**src/rtl/mem_port_arbiter_pkg.sv**
```systemverilog
// Shared types and encodings for the imem/dmem memory port arbiter.
package mem_arb_pkg;

  typedef enum logic [1:0] {
    IDLE    = 2'd0,
    RD_MEM  = 2'd1,
    RD_RSP  = 2'd2,
    WR_DATA = 2'd3
  } state_t;

  localparam logic CMD_RD    = 1'b0;
  localparam logic CMD_WR    = 1'b1;

  localparam logic PORT_IMEM = 1'b0;
  localparam logic PORT_DMEM = 1'b1;

endpackage

```
**src/rtl/mem_port_arbiter_if.sv**
```systemverilog
// Core-side imem (read-only) and dmem (read/write) valid/ready channels.
interface mem_port_arbiter_if #(
  parameter int p_ADDR_BITS = 32,
  parameter int p_DATA_BITS = 32,
  parameter int p_STRB_BITS = p_DATA_BITS / 8
);
  logic [p_ADDR_BITS-1:0] imem_addr;
  logic                   imem_valid;
  logic                   imem_ready;
  logic                   imem_r_valid;
  logic                   imem_r_ready;
  logic [p_DATA_BITS-1:0] imem_r_data;

  logic [p_ADDR_BITS-1:0] dmem_addr;
  logic                   dmem_cmd;
  logic                   dmem_valid;
  logic                   dmem_ready;
  logic                   dmem_r_valid;
  logic                   dmem_r_ready;
  logic [p_DATA_BITS-1:0] dmem_r_data;
  logic                   dmem_w_valid;
  logic                   dmem_w_ready;
  logic [p_STRB_BITS-1:0] dmem_w_strb;
  logic [p_DATA_BITS-1:0] dmem_w_data;

  modport master (
    output imem_addr, imem_valid, imem_r_ready,
    input  imem_ready, imem_r_valid, imem_r_data,
    output dmem_addr, dmem_cmd, dmem_valid, dmem_r_ready,
    output dmem_w_valid, dmem_w_strb, dmem_w_data,
    input  dmem_ready, dmem_r_valid, dmem_r_data, dmem_w_ready
  );

  modport slave (
    input  imem_addr, imem_valid, imem_r_ready,
    output imem_ready, imem_r_valid, imem_r_data,
    input  dmem_addr, dmem_cmd, dmem_valid, dmem_r_ready,
    input  dmem_w_valid, dmem_w_strb, dmem_w_data,
    output dmem_ready, dmem_r_valid, dmem_r_data, dmem_w_ready
  );
endinterface

```
**src/rtl/mem_port_arbiter_rr_arb2.sv**
```systemverilog
// Two-way round-robin arbiter; the pointer remembers the last granted port.
module rr_arb2
  import mem_arb_pkg::*;
(
  input  logic       clk,
  input  logic       rst,
  input  logic [1:0] req,
  input  logic       en,
  output logic [1:0] gnt
);
  logic last;

  // On a tie, the port that did not win last time is granted.
  always_comb begin
    gnt = 2'b00;
    if (en) begin
      if (req == 2'b11) gnt = (last == PORT_DMEM) ? 2'b01 : 2'b10;
      else              gnt = req;
    end
  end

  always_ff @(posedge clk or negedge rst) begin
    if (!rst)      last <= PORT_DMEM;
    else if (|gnt) last <= gnt[1];
  end
endmodule

```
**src/rtl/mem_port_arbiter.sv**
```systemverilog
// Shares one single-port synchronous memory between imem reads and dmem reads/writes.
module mem_port_arbiter
  import mem_arb_pkg::*;
#(
  parameter int p_ADDR_BITS = 32,
  parameter int p_DATA_BITS = 32,
  parameter int p_STRB_BITS = p_DATA_BITS / 8
) (
  input  logic                   clk,
  input  logic                   rst,
  mem_port_arbiter_if.slave      bus,
  output logic [p_ADDR_BITS-1:0] mem_addr,
  output logic                   mem_rden,
  input  logic [p_DATA_BITS-1:0] mem_rddata,
  output logic                   mem_wren,
  output logic [p_STRB_BITS-1:0] mem_wrstrb,
  output logic [p_DATA_BITS-1:0] mem_wrdata
);
  state_t                 state, state_nxt;
  logic [p_ADDR_BITS-1:0] lat_waddr;
  logic                   lat_port, lat_cmd;
  logic [p_DATA_BITS-1:0] hold;

  logic [1:0]             req, gnt;
  logic                   arb_en;
  logic                   acc_port, acc_cmd;
  logic [p_ADDR_BITS-1:0] acc_addr, acc_waddr;
  logic                   unused_addr_lsbs;

  logic                   imem_r_valid, dmem_r_valid, dmem_w_ready;
  logic [p_DATA_BITS-1:0] imem_r_data, dmem_r_data;

  // Gating with rst keeps ready low while reset is asserted even if requests are up.
  assign arb_en = rst && (state == IDLE);
  assign req    = {bus.dmem_valid, bus.imem_valid};

  rr_arb2 u_rr (
    .clk (clk),
    .rst (rst),
    .req (req),
    .en  (arb_en),
    .gnt (gnt)
  );

  assign acc_port         = gnt[1];
  assign acc_cmd          = gnt[1] ? bus.dmem_cmd : CMD_RD;
  assign acc_addr         = gnt[1] ? bus.dmem_addr : bus.imem_addr;
  assign acc_waddr        = {2'b00, acc_addr[p_ADDR_BITS-1:2]};
  assign unused_addr_lsbs = ^acc_addr[1:0];

  always_comb begin
    state_nxt    = state;
    mem_addr     = '0;
    mem_rden     = 1'b0;
    mem_wren     = 1'b0;
    mem_wrstrb   = '0;
    mem_wrdata   = '0;
    imem_r_valid = 1'b0;
    imem_r_data  = '0;
    dmem_r_valid = 1'b0;
    dmem_r_data  = '0;
    dmem_w_ready = 1'b0;
    case (state)
      IDLE: begin
        if (|gnt) begin
          if (acc_cmd == CMD_RD) begin
            mem_rden  = 1'b1;
            mem_addr  = acc_waddr;
            state_nxt = RD_MEM;
          end else begin
            state_nxt = WR_DATA;
          end
        end
      end
      RD_MEM: state_nxt = RD_RSP;
      RD_RSP: begin
        if (lat_port == PORT_IMEM) begin
          imem_r_valid = 1'b1;
          imem_r_data  = hold;
          if (bus.imem_r_ready) state_nxt = IDLE;
        end else begin
          dmem_r_valid = 1'b1;
          dmem_r_data  = hold;
          if (bus.dmem_r_ready) state_nxt = IDLE;
        end
      end
      WR_DATA: begin
        dmem_w_ready = (lat_cmd == CMD_WR);
        if (dmem_w_ready && bus.dmem_w_valid) begin
          mem_wren   = 1'b1;
          mem_addr   = lat_waddr;
          mem_wrstrb = bus.dmem_w_strb;
          mem_wrdata = bus.dmem_w_data;
          state_nxt  = IDLE;
        end
      end
      default: state_nxt = IDLE;
    endcase
  end

  always_ff @(posedge clk or negedge rst) begin
    if (!rst) begin
      state     <= IDLE;
      lat_waddr <= '0;
      lat_port  <= PORT_IMEM;
      lat_cmd   <= CMD_RD;
      hold      <= '0;
    end else begin
      state <= state_nxt;
      if (|gnt) begin
        lat_waddr <= acc_waddr;
        lat_port  <= acc_port;
        lat_cmd   <= acc_cmd;
      end
      if (state == RD_MEM) hold <= mem_rddata;
    end
  end

  assign bus.imem_ready   = gnt[0];
  assign bus.dmem_ready   = gnt[1];
  assign bus.imem_r_valid = imem_r_valid;
  assign bus.imem_r_data  = imem_r_data;
  assign bus.dmem_r_valid = dmem_r_valid;
  assign bus.dmem_r_data  = dmem_r_data;
  assign bus.dmem_w_ready = dmem_w_ready;
endmodule

```
**src/flat_wrapper.sv**
```systemverilog
// flat-port wrapper written by rule: the top's interface ports become plain ports
module mem_port_arbiter_flat import mem_arb_pkg::*;
#(
  parameter int p_ADDR_BITS = 32,
  parameter int p_DATA_BITS = 32,
  parameter int p_STRB_BITS = p_DATA_BITS / 8
)
  (clk, rst, mem_addr, mem_rden, mem_rddata, mem_wren, mem_wrstrb, mem_wrdata, bus_imem_addr, bus_imem_valid, bus_imem_r_ready, bus_imem_ready, bus_imem_r_valid, bus_imem_r_data, bus_dmem_addr, bus_dmem_cmd, bus_dmem_valid, bus_dmem_r_ready, bus_dmem_w_valid, bus_dmem_w_strb, bus_dmem_w_data, bus_dmem_ready, bus_dmem_r_valid, bus_dmem_r_data, bus_dmem_w_ready);
  mem_port_arbiter_if #(.p_ADDR_BITS(p_ADDR_BITS), .p_DATA_BITS(p_DATA_BITS), .p_STRB_BITS(p_STRB_BITS)) bus_i ();
  input  logic clk;
  input  logic rst;
  output logic [p_ADDR_BITS-1:0] mem_addr;
  output logic mem_rden;
  input  logic [p_DATA_BITS-1:0] mem_rddata;
  output logic mem_wren;
  output logic [p_STRB_BITS-1:0] mem_wrstrb;
  output logic [p_DATA_BITS-1:0] mem_wrdata;
  input wire logic [$bits(bus_i.imem_addr)-1:0] bus_imem_addr;
  input wire logic [$bits(bus_i.imem_valid)-1:0] bus_imem_valid;
  input wire logic [$bits(bus_i.imem_r_ready)-1:0] bus_imem_r_ready;
  output wire logic [$bits(bus_i.imem_ready)-1:0] bus_imem_ready;
  output wire logic [$bits(bus_i.imem_r_valid)-1:0] bus_imem_r_valid;
  output wire logic [$bits(bus_i.imem_r_data)-1:0] bus_imem_r_data;
  input wire logic [$bits(bus_i.dmem_addr)-1:0] bus_dmem_addr;
  input wire logic [$bits(bus_i.dmem_cmd)-1:0] bus_dmem_cmd;
  input wire logic [$bits(bus_i.dmem_valid)-1:0] bus_dmem_valid;
  input wire logic [$bits(bus_i.dmem_r_ready)-1:0] bus_dmem_r_ready;
  input wire logic [$bits(bus_i.dmem_w_valid)-1:0] bus_dmem_w_valid;
  input wire logic [$bits(bus_i.dmem_w_strb)-1:0] bus_dmem_w_strb;
  input wire logic [$bits(bus_i.dmem_w_data)-1:0] bus_dmem_w_data;
  output wire logic [$bits(bus_i.dmem_ready)-1:0] bus_dmem_ready;
  output wire logic [$bits(bus_i.dmem_r_valid)-1:0] bus_dmem_r_valid;
  output wire logic [$bits(bus_i.dmem_r_data)-1:0] bus_dmem_r_data;
  output wire logic [$bits(bus_i.dmem_w_ready)-1:0] bus_dmem_w_ready;
  assign bus_i.imem_addr = bus_imem_addr;
  assign bus_i.imem_valid = bus_imem_valid;
  assign bus_i.imem_r_ready = bus_imem_r_ready;
  assign bus_imem_ready = bus_i.imem_ready;
  assign bus_imem_r_valid = bus_i.imem_r_valid;
  assign bus_imem_r_data = bus_i.imem_r_data;
  assign bus_i.dmem_addr = bus_dmem_addr;
  assign bus_i.dmem_cmd = bus_dmem_cmd;
  assign bus_i.dmem_valid = bus_dmem_valid;
  assign bus_i.dmem_r_ready = bus_dmem_r_ready;
  assign bus_i.dmem_w_valid = bus_dmem_w_valid;
  assign bus_i.dmem_w_strb = bus_dmem_w_strb;
  assign bus_i.dmem_w_data = bus_dmem_w_data;
  assign bus_dmem_ready = bus_i.dmem_ready;
  assign bus_dmem_r_valid = bus_i.dmem_r_valid;
  assign bus_dmem_r_data = bus_i.dmem_r_data;
  assign bus_dmem_w_ready = bus_i.dmem_w_ready;
  mem_port_arbiter #(.p_ADDR_BITS(p_ADDR_BITS), .p_DATA_BITS(p_DATA_BITS), .p_STRB_BITS(p_STRB_BITS)) u_core (.clk(clk), .rst(rst), .bus(bus_i), .mem_addr(mem_addr), .mem_rden(mem_rden), .mem_rddata(mem_rddata), .mem_wren(mem_wren), .mem_wrstrb(mem_wrstrb), .mem_wrdata(mem_wrdata));
endmodule
```
**config.mk**
```make
export PLATFORM = sky130hd
export DESIGN_NAME = mem_port_arbiter_flat
export DESIGN_NICKNAME = d
export VERILOG_FILES = /design/src/rtl/mem_port_arbiter_pkg.sv /design/src/rtl/mem_port_arbiter_if.sv /design/src/rtl/mem_port_arbiter_rr_arb2.sv /design/src/rtl/mem_port_arbiter.sv /design/src/flat_wrapper.sv
export SDC_FILE = /design/constraint.sdc
export NUM_CORES = 1
export LEC_CHECK = 0
export BUFFER_PORTS_ARGS = -buffer_cell sky130_fd_sc_hd__buf_2
export CAP_MARGIN = 10
export CORE_MARGIN = 4
export CORE_UTILIZATION = 44
export DETAILED_ROUTE_END_ITERATION = 7
export PLACE_DENSITY_LB_ADDON = 0.12
export SLEW_MARGIN = 20
export SYNTH_ARGS = -nofsm -noshare
export SYNTH_HDL_FRONTEND = slang
export SYNTH_SLANG_ARGS = --single-unit
```
**constraint.sdc**
```tcl
create_clock -name clk -period 2.3 [get_ports clk]
set_input_delay 0.115 -clock clk [delete_from_list [all_inputs] [get_ports clk]]
set_output_delay 0.115 -clock clk [all_outputs]
set_load 0.02 [all_outputs]
```
==> summary by stage <==
Setup path
On the worst path, the slowest cell contributes a delay of 410 ps. The type of the worst setup path is flop to output port. The required time at the worst-slack endpoint is 2180 ps. The critical path data arrival time is 1990 ps.

Among all stages on the critical path, the largest delay is contributed by dfrtp_1. The most critical setup path has its startpoint at u_core.state[0]$_DFFE_PN0P_. Traced cell by cell, the critical path runs through inv_1 -> ha_2 -> o211a_1 -> nand2b_1 -> buf_4 -> o2bb2ai_1 -> buf_2. The largest fanout on the critical path is 30. The kind of start point of the critical path is a flop.

The kind of end point of the critical path is an output port. In this run the critical register-to-register path is launched from u_core.state[0]$_DFFE_PN0P_.

Placed design
The quantity of I/O buffers inserted on ports is 272. The congestion estimate from routability-driven global placement came to 0.826. The pre-CTS setup slack is 393 ps.

The wire-length estimate of the detail-placed layout is 11000 µm.

Power and ir drop
The static leakage is 3.49 nW. The power per unit of standard cell area is 900 nW/µm². IR analysis of the VDD net gives a maximum drop of 376 µV.

Min path
The type of the most critical hold path is primary input to flop. The critical hold path startpoint is mem_rddata[2].

STA
The worst hold slack is 20.3 ps. The worst-case headroom to the max-slew limit is 56.0%. For the finished layout, the period the worst path requires is 2110 ps. The number of max-slew violations in the final report is 0. After routing, the total negative slack on setup checks comes to 0 ps. Across all setup checks in the final design, the least slack found is 192 ps. The worst-case clock skew is 6.75 ps. At the pin with the least slew margin, the transition time is 661 ps. Of the available clock period, the critical path in the final layout requires 91.7%. The highest clock rate is 0.474 GHz.

Setup repair after global routing left no endpoint under its margin. The number of endpoints with negative hold slack in the final report is 0. Setup violations remaining at the end of the flow were counted as 0.

Synth
The synthesized design contains 0 enable-type register cells. The cell type with the largest total area after synthesis is dfrtp_1. The synthesized design devotes to its leading area cell type 36.6% of total area. The post-synthesis sequential area ratio is 37.2%. The post-synth design cell area is 4520 µm².

Counting distinct cell types in the post-synthesis netlist gives 28. Synthesis produced a netlist whose cell count is 492. Yosys attributes the largest share of cell area to dfrtp_1 37%, and2_1 10%, mux2_1 8.2%, mux2i_1 7.1%, o2bb2ai_1 5.8%. The total of flip-flops plus latches after synthesis is 67. The number of warning messages in the yosys log is 0.

In the synthesized netlist the dominant register cell turns out to be dfrtp_1. Counting flops with an async set or reset pin after synthesis yields a share of 100%. The average cell area after synthesis is 9.18 µm².

Routing
After detailed routing, the average wire length per cell comes to 16.6 µm. The final routed wirelength across all metal layers is 15200 µm. In the routed layout, each cell is associated on average with a via count of 5.17. The count of vias placed by the detailed router is 4710. The count of unresolved DRC violations after routing is 0. The violation count after the first detailed-routing iteration is 314. The remaining antenna violation count after routing is 0. The detailed-routing iteration count for the pre-antenna-repair pass is 4.

Clock network
The number of buffers between clock root and the deepest sink is 2. The clock buffer count from CTS is 9. The clock tree from TritonCTS is built. In this run the number of H-tree levels came out at 3. After clock tree synthesis, the setup repair step added 0 buffers. For the worst-skew pair, the clock arrives at the later sink with an insertion delay of 340 ps. The number of clock sinks is 67. The root buffer selected by CTS is clkbuf_8.

The clock-pin transition on the worst setup and hold timing paths is 70 ps.

GRT
The via count of the first global-routing pass is 4712. The number of antenna violations at the first check in global routing is 0. The total grt overflow is 0. The wire length of the first global-routing pass is 23600 µm. The pin count of the biggest net entering global routing is 50. The total track usage is 25.4%.

Finish
In the layout the commonest cells are 271 x buf_2, 72 x and2_1, 66 x dfrtp_1. The number of diodes added for antenna fixing is 0. The number of filler cells placed in the layout is 858. Cells with a size suffix above 1 make up 39.3% of the layout. Leaving out fill and tap cells, the most frequent cell in the layout is buf_2. Compared with the post-synthesis result, the final layout area differs by 43.4%. For this run, the post-layout net count is 918.

Die
The initial utilization of the core area, before any placement, comes to 45.8%. The area inside the core boundary is 9860 µm². The floorplan has 36 rows. In this run the horizontal extent of the chip is 109 µm. The die area is 11900 µm². 279 I/O pins were placed.

The height of the die is 109 µm.

Run status
The run finished with clean final reports.

Job
Across the run, the number of max-cap violations was 0.
[cell usage after synthesis, types with 5 or more instances]
cell type	instances
dfrtp_1	66
mux2_1	33
mux2i_1	32
o211ai_1	30
buf_2	7
clkbuf_1	32
ha_1	5
nand3_1	30
buf_4	8
and3_1	33
nand2_1	62
o2bb2ai_1	30
nor2b_1	33
and2_1	72
[layout make-up]
type                            instances  area [µm²]  share of cell area [%]
Clock buffer                           12         145                    2.24
Clock inverter                          4        50.0                   0.773
Inverter                                3        11.3                   0.174
Multi-Input combinational cell        373        2610                    40.3
Sequential cell                        67        1680                    25.9
Tap cell                              133         166                    2.57
Timing Repair Buffer                  319        1810                    28.0
[metal layers]
layer	wire length, µm	GRT usage [%]	share of wire (%)
met1	5920	30.6	39
met2	7810	45.6	52
met3	1160	5.28	7.6
met4	268	7.48	1.8
met5	0	0	0
[metrics by stage]
stage	cell area, µm²	cells	total power, W	utilization (%)
final	6470	911	0.00582	65.6
after floorplan	4520	493	0.00395	-
after global placement	5950	863	0.00470	60.3
after global routing	6470	911	0.00627	65.6
after CTS	6470	911	0.00586	65.6
after detailed placement	5950	863	0.00482	60.3
[state kept, by name, indices dropped and copies added (netlist names)]
name              flops
u_core.hold          32
u_core.lat_waddr     30
u_core.lat_cmd        1
u_core.u_rr.last      1
u_core.state          2
u_core.lat_port       1
[power breakdown]
group	leakage (nW)	total (W)	switching (W)	internal, W
registers	0.797	0.00219	0.000397	0.00179
clock network	0.0926	0.000973	0.000443	0.000529
logic	2.60	0.00266	0.00154	0.00112
[cell families (layout without fill, tap and decap cells)]
family	after synthesis	count (layout)	synth area share, %
flip-flops	67	67	37.2
buffers and inverters	53	338	5.49
other	1	2	0.0830
AND/OR/NAND/NOR	231	231	27.7
multiplexers	65	65	15.3
adder cells (fa/ha/maj)	5	5	1.39
AO/OA/AOI/OAI	70	70	12.8
[repair_timing]
action,4_1_cts,5_1_grt
hold endpoints to repair,54,0
hold buffers,32,0
endpoints found under the setup margin,0,3
gates resized for setup,0,2
[final timing paths]
check,slack (ps),end,depth (start not counted)
max reg2reg,390,u_core.state[0]$_DFFE_PN0P_,5
min reg2reg,500,u_core.hold[13]$_DFFE_PN0P_,1
max,190,mem_addr[29],7
min,20,u_core.hold[2]$_DFFE_PN0P_,2
min in group asynchronous,270,u_core.lat_waddr[16]$_DFFE_PN0N_,2
max in group asynchronous,1130,u_core.lat_waddr[23]$_DFFE_PN0N_,3
[worst max-delay path: cells and delay by family (launching register included)]
family          cells  cell delay [ps]
fa+ha+maj           1              240
flops               1              410
compound gates      2              370
buf+inv             3              570
simple gates        1               50
Note: power is estimated with default switching activity, not from simulation.
